### src/rtl/ifetch_pkg.sv
// Shared constants for the instruction fetch unit.
// State encoding, reset vector and the word delivered on a fault.
package ifetch_pkg;

   localparam logic [1:0] ST_IDLE = 2'd0;
   localparam logic [1:0] ST_REQ  = 2'd1;
   localparam logic [1:0] ST_HOLD = 2'd2;

   localparam logic [31:0] RESET_VECTOR = 32'h00400020;
   localparam logic [31:0] NOP_WORD     = 32'h00000000;

   function automatic logic is_aligned(input logic [31:0] a);
      return (a[1:0] == 2'b00);
   endfunction

endpackage

### src/rtl/instr_fetch_32_if.sv
// Bundle of PC, memory and decode handshakes around the fetch unit.
// master = fetch unit, slave = PC/memory/decode environment.
interface instr_fetch_32_if;

   logic [31:0] pc_in;
   logic        pc_valid;
   logic        pc_ready;
   logic        imem_req;
   logic [31:0] imem_addr;
   logic        imem_ack;
   logic [31:0] imem_rdata;
   logic        imem_err;
   logic [31:0] instr;
   logic [31:0] instr_pc;
   logic        instr_valid;
   logic        instr_ready;
   logic        fetch_fault;
   logic        flush;
   logic [31:0] fetch_count;

   modport master (
      input  pc_in, pc_valid, imem_ack, imem_rdata, imem_err,
      input  instr_ready, flush,
      output pc_ready, imem_req, imem_addr, instr, instr_pc,
      output instr_valid, fetch_fault, fetch_count
   );

   modport slave (
      output pc_in, pc_valid, imem_ack, imem_rdata, imem_err,
      output instr_ready, flush,
      input  pc_ready, imem_req, imem_addr, instr, instr_pc,
      input  instr_valid, fetch_fault, fetch_count
   );

endinterface

### src/rtl/instr_fetch_32.sv
// Single-outstanding instruction fetch: PC in, memory read, word out.
// Misaligned PCs and bus errors are delivered as faulted NOP words.
module instr_fetch_32
   import ifetch_pkg::*;
#(
   // reset value of the delivered-instruction counter
   parameter logic [31:0] COUNT_RST = 32'h00000000
)(
   input  logic             clk,
   input  logic             reset,
   instr_fetch_32_if.master bus
);

   logic [1:0]  r_state;
   logic [31:0] r_addr;
   logic [31:0] r_instr;
   logic [31:0] r_pc;
   logic        r_fault;
   logic [31:0] r_count;
   logic        r_discard;

   logic        w_pc_ready;
   logic        w_pc_hs;
   logic        w_drop_ack;

   // accept a new PC when idle or when the held word leaves this cycle
   always_comb begin
      w_pc_ready = 1'b0;
      if (!bus.flush)
         w_pc_ready = (r_state == ST_IDLE) ||
                      ((r_state == ST_HOLD) && bus.instr_ready);
   end

   assign w_pc_hs    = bus.pc_valid && w_pc_ready;
   assign w_drop_ack = r_discard || bus.flush;

   // fetch state machine, output word registers and delivery counter
   always_ff @(posedge clk or negedge reset) begin
      if (!reset) begin
         r_state   <= ST_IDLE;
         r_addr    <= RESET_VECTOR;
         r_instr   <= NOP_WORD;
         r_pc      <= RESET_VECTOR;
         r_fault   <= 1'b0;
         r_count   <= COUNT_RST;
         r_discard <= 1'b0;
      end else begin
         unique case (r_state)
            ST_IDLE: ;
            ST_REQ: begin
               if (bus.imem_ack) begin
                  if (w_drop_ack) begin
                     r_state   <= ST_IDLE;
                     r_discard <= 1'b0;
                  end else begin
                     r_state <= ST_HOLD;
                     r_instr <= bus.imem_err ? NOP_WORD
                                             : bus.imem_rdata;
                     r_fault <= bus.imem_err;
                  end
               end else if (bus.flush) begin
                  r_discard <= 1'b1;
               end
            end
            ST_HOLD: begin
               if (bus.flush) begin
                  r_state <= ST_IDLE;
               end else if (bus.instr_ready) begin
                  r_count <= r_count + 32'd1;
                  r_state <= ST_IDLE;
               end
            end
            default: r_state <= ST_IDLE;
         endcase

         // a handshake overrides the IDLE exit chosen above
         if (w_pc_hs) begin
            r_pc <= bus.pc_in;
            if (is_aligned(bus.pc_in)) begin
               r_addr  <= bus.pc_in;
               r_state <= ST_REQ;
            end else begin
               r_instr <= NOP_WORD;
               r_fault <= 1'b1;
               r_state <= ST_HOLD;
            end
         end
      end
   end

   assign bus.pc_ready    = w_pc_ready;
   assign bus.imem_req    = (r_state == ST_REQ);
   assign bus.imem_addr   = r_addr;
   assign bus.instr       = r_instr;
   assign bus.instr_pc    = r_pc;
   assign bus.instr_valid = (r_state == ST_HOLD);
   assign bus.fetch_fault = r_fault;
   assign bus.fetch_count = r_count;

endmodule
### src/flat_wrapper.sv
// flat-port wrapper written by rule: the top's interface ports become plain ports
module instr_fetch_32_flat import ifetch_pkg::*;
#(
                                                      
   parameter logic [31:0] COUNT_RST = 32'h00000000
)
  (clk, reset, bus_pc_in, bus_pc_valid, bus_imem_ack, bus_imem_rdata, bus_imem_err, bus_instr_ready, bus_flush, bus_pc_ready, bus_imem_req, bus_imem_addr, bus_instr, bus_instr_pc, bus_instr_valid, bus_fetch_fault, bus_fetch_count);
  instr_fetch_32_if bus_i ();
  input  logic clk;
  input  logic reset;
  input wire logic [$bits(bus_i.pc_in)-1:0] bus_pc_in;
  input wire logic [$bits(bus_i.pc_valid)-1:0] bus_pc_valid;
  input wire logic [$bits(bus_i.imem_ack)-1:0] bus_imem_ack;
  input wire logic [$bits(bus_i.imem_rdata)-1:0] bus_imem_rdata;
  input wire logic [$bits(bus_i.imem_err)-1:0] bus_imem_err;
  input wire logic [$bits(bus_i.instr_ready)-1:0] bus_instr_ready;
  input wire logic [$bits(bus_i.flush)-1:0] bus_flush;
  output wire logic [$bits(bus_i.pc_ready)-1:0] bus_pc_ready;
  output wire logic [$bits(bus_i.imem_req)-1:0] bus_imem_req;
  output wire logic [$bits(bus_i.imem_addr)-1:0] bus_imem_addr;
  output wire logic [$bits(bus_i.instr)-1:0] bus_instr;
  output wire logic [$bits(bus_i.instr_pc)-1:0] bus_instr_pc;
  output wire logic [$bits(bus_i.instr_valid)-1:0] bus_instr_valid;
  output wire logic [$bits(bus_i.fetch_fault)-1:0] bus_fetch_fault;
  output wire logic [$bits(bus_i.fetch_count)-1:0] bus_fetch_count;
  assign bus_i.pc_in = bus_pc_in;
  assign bus_i.pc_valid = bus_pc_valid;
  assign bus_i.imem_ack = bus_imem_ack;
  assign bus_i.imem_rdata = bus_imem_rdata;
  assign bus_i.imem_err = bus_imem_err;
  assign bus_i.instr_ready = bus_instr_ready;
  assign bus_i.flush = bus_flush;
  assign bus_pc_ready = bus_i.pc_ready;
  assign bus_imem_req = bus_i.imem_req;
  assign bus_imem_addr = bus_i.imem_addr;
  assign bus_instr = bus_i.instr;
  assign bus_instr_pc = bus_i.instr_pc;
  assign bus_instr_valid = bus_i.instr_valid;
  assign bus_fetch_fault = bus_i.fetch_fault;
  assign bus_fetch_count = bus_i.fetch_count;
  instr_fetch_32 #(.COUNT_RST(COUNT_RST)) u_core (.clk(clk), .reset(reset), .bus(bus_i));
endmodule
### config.mk
export PLATFORM = sky130hd
export DESIGN_NAME = instr_fetch_32_flat
export DESIGN_NICKNAME = d
export VERILOG_FILES = /design/src/rtl/ifetch_pkg.sv /design/src/rtl/instr_fetch_32_if.sv /design/src/rtl/instr_fetch_32.sv /design/src/flat_wrapper.sv
export SDC_FILE = /design/constraint.sdc
export NUM_CORES = 1
export LEC_CHECK = 0
export CAP_MARGIN = 20
export CORE_MARGIN = 2
export CORE_UTILIZATION = 25
export DETAILED_ROUTE_END_ITERATION = 10
export PLACE_DENSITY = 0.58
export REMOVE_ABC_BUFFERS = 1
export SKIP_CTS_REPAIR_TIMING = 1
export SYNTH_ARGS = -nofsm -noshare
export SYNTH_HDL_FRONTEND = slang
export SYNTH_SLANG_ARGS = --single-unit
### constraint.sdc
create_clock -name clk -period 4.7 [get_ports clk]
set_input_delay 0.705 -clock clk [delete_from_list [all_inputs] [get_ports clk]]
set_output_delay 0.705 -clock clk [all_outputs]
set_load 0.01 [all_outputs]
==> results.md <==
- Initial Util: 0.252
- Crit path max fanout: 3
- First-pass GRT wire length: around 23,000 um
- Max-cap violation count: 0
- Clock transition at the registers of the reported paths: 0.06 ns
- HPWL Detailed: about 10,000 um
- Clock Path Buffers: 2
- Hold Path Class: in -> async
- Slew @ Worst Pin: around 0.93 ns
- Post-synth EDFFs: 0
- Pwr/cell area: a little over 400 nW/um^2
- Max Slew Vio Count: 0
- Asr flop ratio synth: 1.00
- Post-route ant nets: 0
- DRT iter0 DRCs: 108
- Status: finished, final reports clean
- Net Sw Power: 855 uW
- Wl on met1: 6030 um
- Clk root buf: clkbuf_16
- Area of the die: between 20,000 and 25,000 sq um
- Final clock skew: a little under 0.007 ns
- Uppermost layer routed: met4
- Port bufs: slightly above 200
- Die X-Extent: approximately 150 um
- Clock network latency to the later pin of the worst-skew pair: 0.41 ns
- CTS H-tree lvls: 4
- CTS tree: built
- Nets: 712
- Vias: about 4,200
- Minimum clock period: between 3 and 4 ns
- Cell Chain, Critical Path: clkdlybuf4s50_1, nor2b_1, nor3_1, clkdlybuf4s50_1
- Clk network pwr share: 0.395
- Fin crit share: 0.667
- CTS Buf Count: 17
- FMAX: approximately 320 MHz
- FILL cells: roughly 2,100
- Count of different cell masters after synthesis: 31
- Ports: approximately 200
- Met2 WL: about 6700 um
- VDD IR max: roughly 230 uV
- Area growth from synthesis to layout: 53.7%
- Seq/Total Area, Yosys: 0.607
- Critical path's largest stage delay: approximately 0.7 ns
- Ant diodes: 0
- Seq cells post-synth: approximately 130
- Cells after synthesis: about 440
- Setup_tns: 0 ns
- Via/cell ratio: approximately 4.5
- Final Hold Vio Count: 0
- Core footprint: between 20,000 and 25,000 sq um
- Mean Syn Cell Area: 12.5 sq um
- Critical path data arrival time: roughly 2.4 ns
- Leak pwr: between 0.003 and 0.004 uW
- Height of the chip: approximately 150 um
- Setup crit start: bus_instr_ready
- Int Power: 2570 uW
- Final Wtd Congestion: between 0.7 and 0.8
- Share of layout cells above drive strength 1: 0.170
- Relative slew slack: 0.377
- Vias in the first global route: 4,300
- Reg2reg start: u_core.r_state[1]
- RSZ-0062 raised after global routing: no
- Total GRT Usage: 0.129
- Synth warn: 0
- Finish-stage setup viols: 0
- Slowest stage cell on the critical path: clkdlybuf4s50_1
- Synth Cell Area: 5450 sq um
- Avg WL per Cell: 15.6 um
- Total detailed-routing wirelength: around 15,000 um
- Most used DFF post-synth: dfrtp_1
- Combinational Power Share: 0.199
- Top cell by count, worst path: clkdlybuf4s50_1
- Row cnt: 54
- CP Class: in -> out
- Placed Instances: 901
- Clock sinks: roughly 130
- Drt drc: 0
- Critical path capture point type: output port
- Sw Ratio: 0.250
- Sequential group share of total power: 0.405
- Initial antenna violation count: 0
- Total grt overflow: 0
- Met3 routed wirelength: 1620 um
- Largest net degree at the start of global routing: between 100 and 150
- 1st-pass router iterations: 4
- Critical path startpoint category: primary input
- Critical Path RT: between 3 and 4 ns
- Post-route insts no fill: slightly above 900
## Yosys cell counts, drive strengths merged (6+ instances only)
master	number	share of area
nand3b	33	0.045
nand3	13	0.012
buf	10	0.010
nand4	19	0.022
a21oi	34	0.031
xor2	6	0.0096
mux2	62	0.13
nor3	6	0.0064
xnor2	25	0.040
nand2	45	0.031
dfrtp	128	0.59
clkbuf	12	0.0083
nor4	6	0.012
nor2	9	0.0062
## logic make-up (layout without fill, tap and decap cells)
family,count (synthesis),in the layout,share of synthesized area
multiplexers,62,62,0.128
AND/OR/NAND/NOR,147,147,0.157
adder cells (fa/ha/maj),1,1,0.00230
flip-flops,132,132,0.607
XOR/XNOR,31,31,0.0499
buffers and inverters,24,242,0.0200
AO/OA/AOI/OAI,38,38,0.0356
## state kept, by name (all words and copies together), names as in the netlist
name and flops:
u_core.bus.fetch_count 32, u_core.bus.imem_addr 32, u_core.bus.instr 32, u_core.bus.instr_pc 32, u_core.r_state 2, u_core.bus.fetch_fault 1
u_core.r_discard 1
## per-stage QoR
step	util	hold WS, ns	worst slack [ns]	cell area (sq um)	power [uW]
after floorplan	-	0.409	1.49	5350	1640
final	0.387	0.398	1.57	8370	3430
after detailed placement	0.359	0.465	1.32	7770	2100
after global placement	0.359	0.470	1.31	7770	2090
after CTS	0.387	0.433	1.52	8370	3490
after global routing	0.387	0.448	1.49	8370	3610
## metal layers
metal / global-route usage / up-vias
li1: - / 1943
met1: 0.155 / 2083
met2: 0.198 / 153
met3: 0.0707 / 14
met4: 0.0398 / 0
met5: 0 / -
## cells in the final DEF (no fill, tap or decap), types with 2 or more instances in the layout
cell type        count
dfstp_2              4
nand2_1             45
nor2b_1              2
or4_4                2
clkinvlp_4           2
mux2_2              62
nor2_1               8
bufinv_16            3
xor2_1               6
and2_1               4
clkinv_2             3
clkbuf_1             2
clkdlybuf4s50_1    201
nor3_1               5
xnor2_1             25
nand3b_1            33
and3_1               5
a21oi_1             34
inv_1                2
nand3_1             12
nor4_1               3
clkbuf_16           17
nor4_2               2
nand4_1             19
buf_4                6
o21ai_0              2
dfrtp_1            128
clkinv_4             3
## layout make-up
type,count,area [sq um],area share
flip-flops and latches,132,3310,0.395
repair buffers,208,2070,0.247
multi-input cells,279,2040,0.243
clock buffers,20,447,0.0533
well taps,280,350,0.0418
clock inverters,12,155,0.0185
inverters,2,7.51,0.000897
## path summary, 6_finish.rpt
path                                               to  slack, ns  cells after the start
min reg2reg                u_core.bus.fetch_count[31]       0.48                      1
min in group clk           u_core.bus.fetch_count[31]       0.48                      1
min                        u_core.bus.fetch_count[12]       0.40                      1
max reg2reg                  u_core.bus.imem_addr[30]       2.18                      4
max in group asynchronous     u_core.bus.imem_addr[2]       3.34                      2
max                                      bus_pc_ready       1.57                      4
## critical path: cells and delay by family
| kind | cells | cell delay (ns) |
|---|---|---|
| AND/OR/NAND/NOR | 2 | 0.50 |
| buffers and inverters | 2 | 1.22 |
## power by group through the flow
stage	Combinational [uW]	Sequential [uW]	Clock, uW
floorplan	171	1470	0
global placement	686	1400	0
detailed placement	693	1410	0
CTS	697	1390	1400
global route	740	1410	1460
finish	683	1390	1350
No activity file was read; power rests on OpenSTA's default activity.
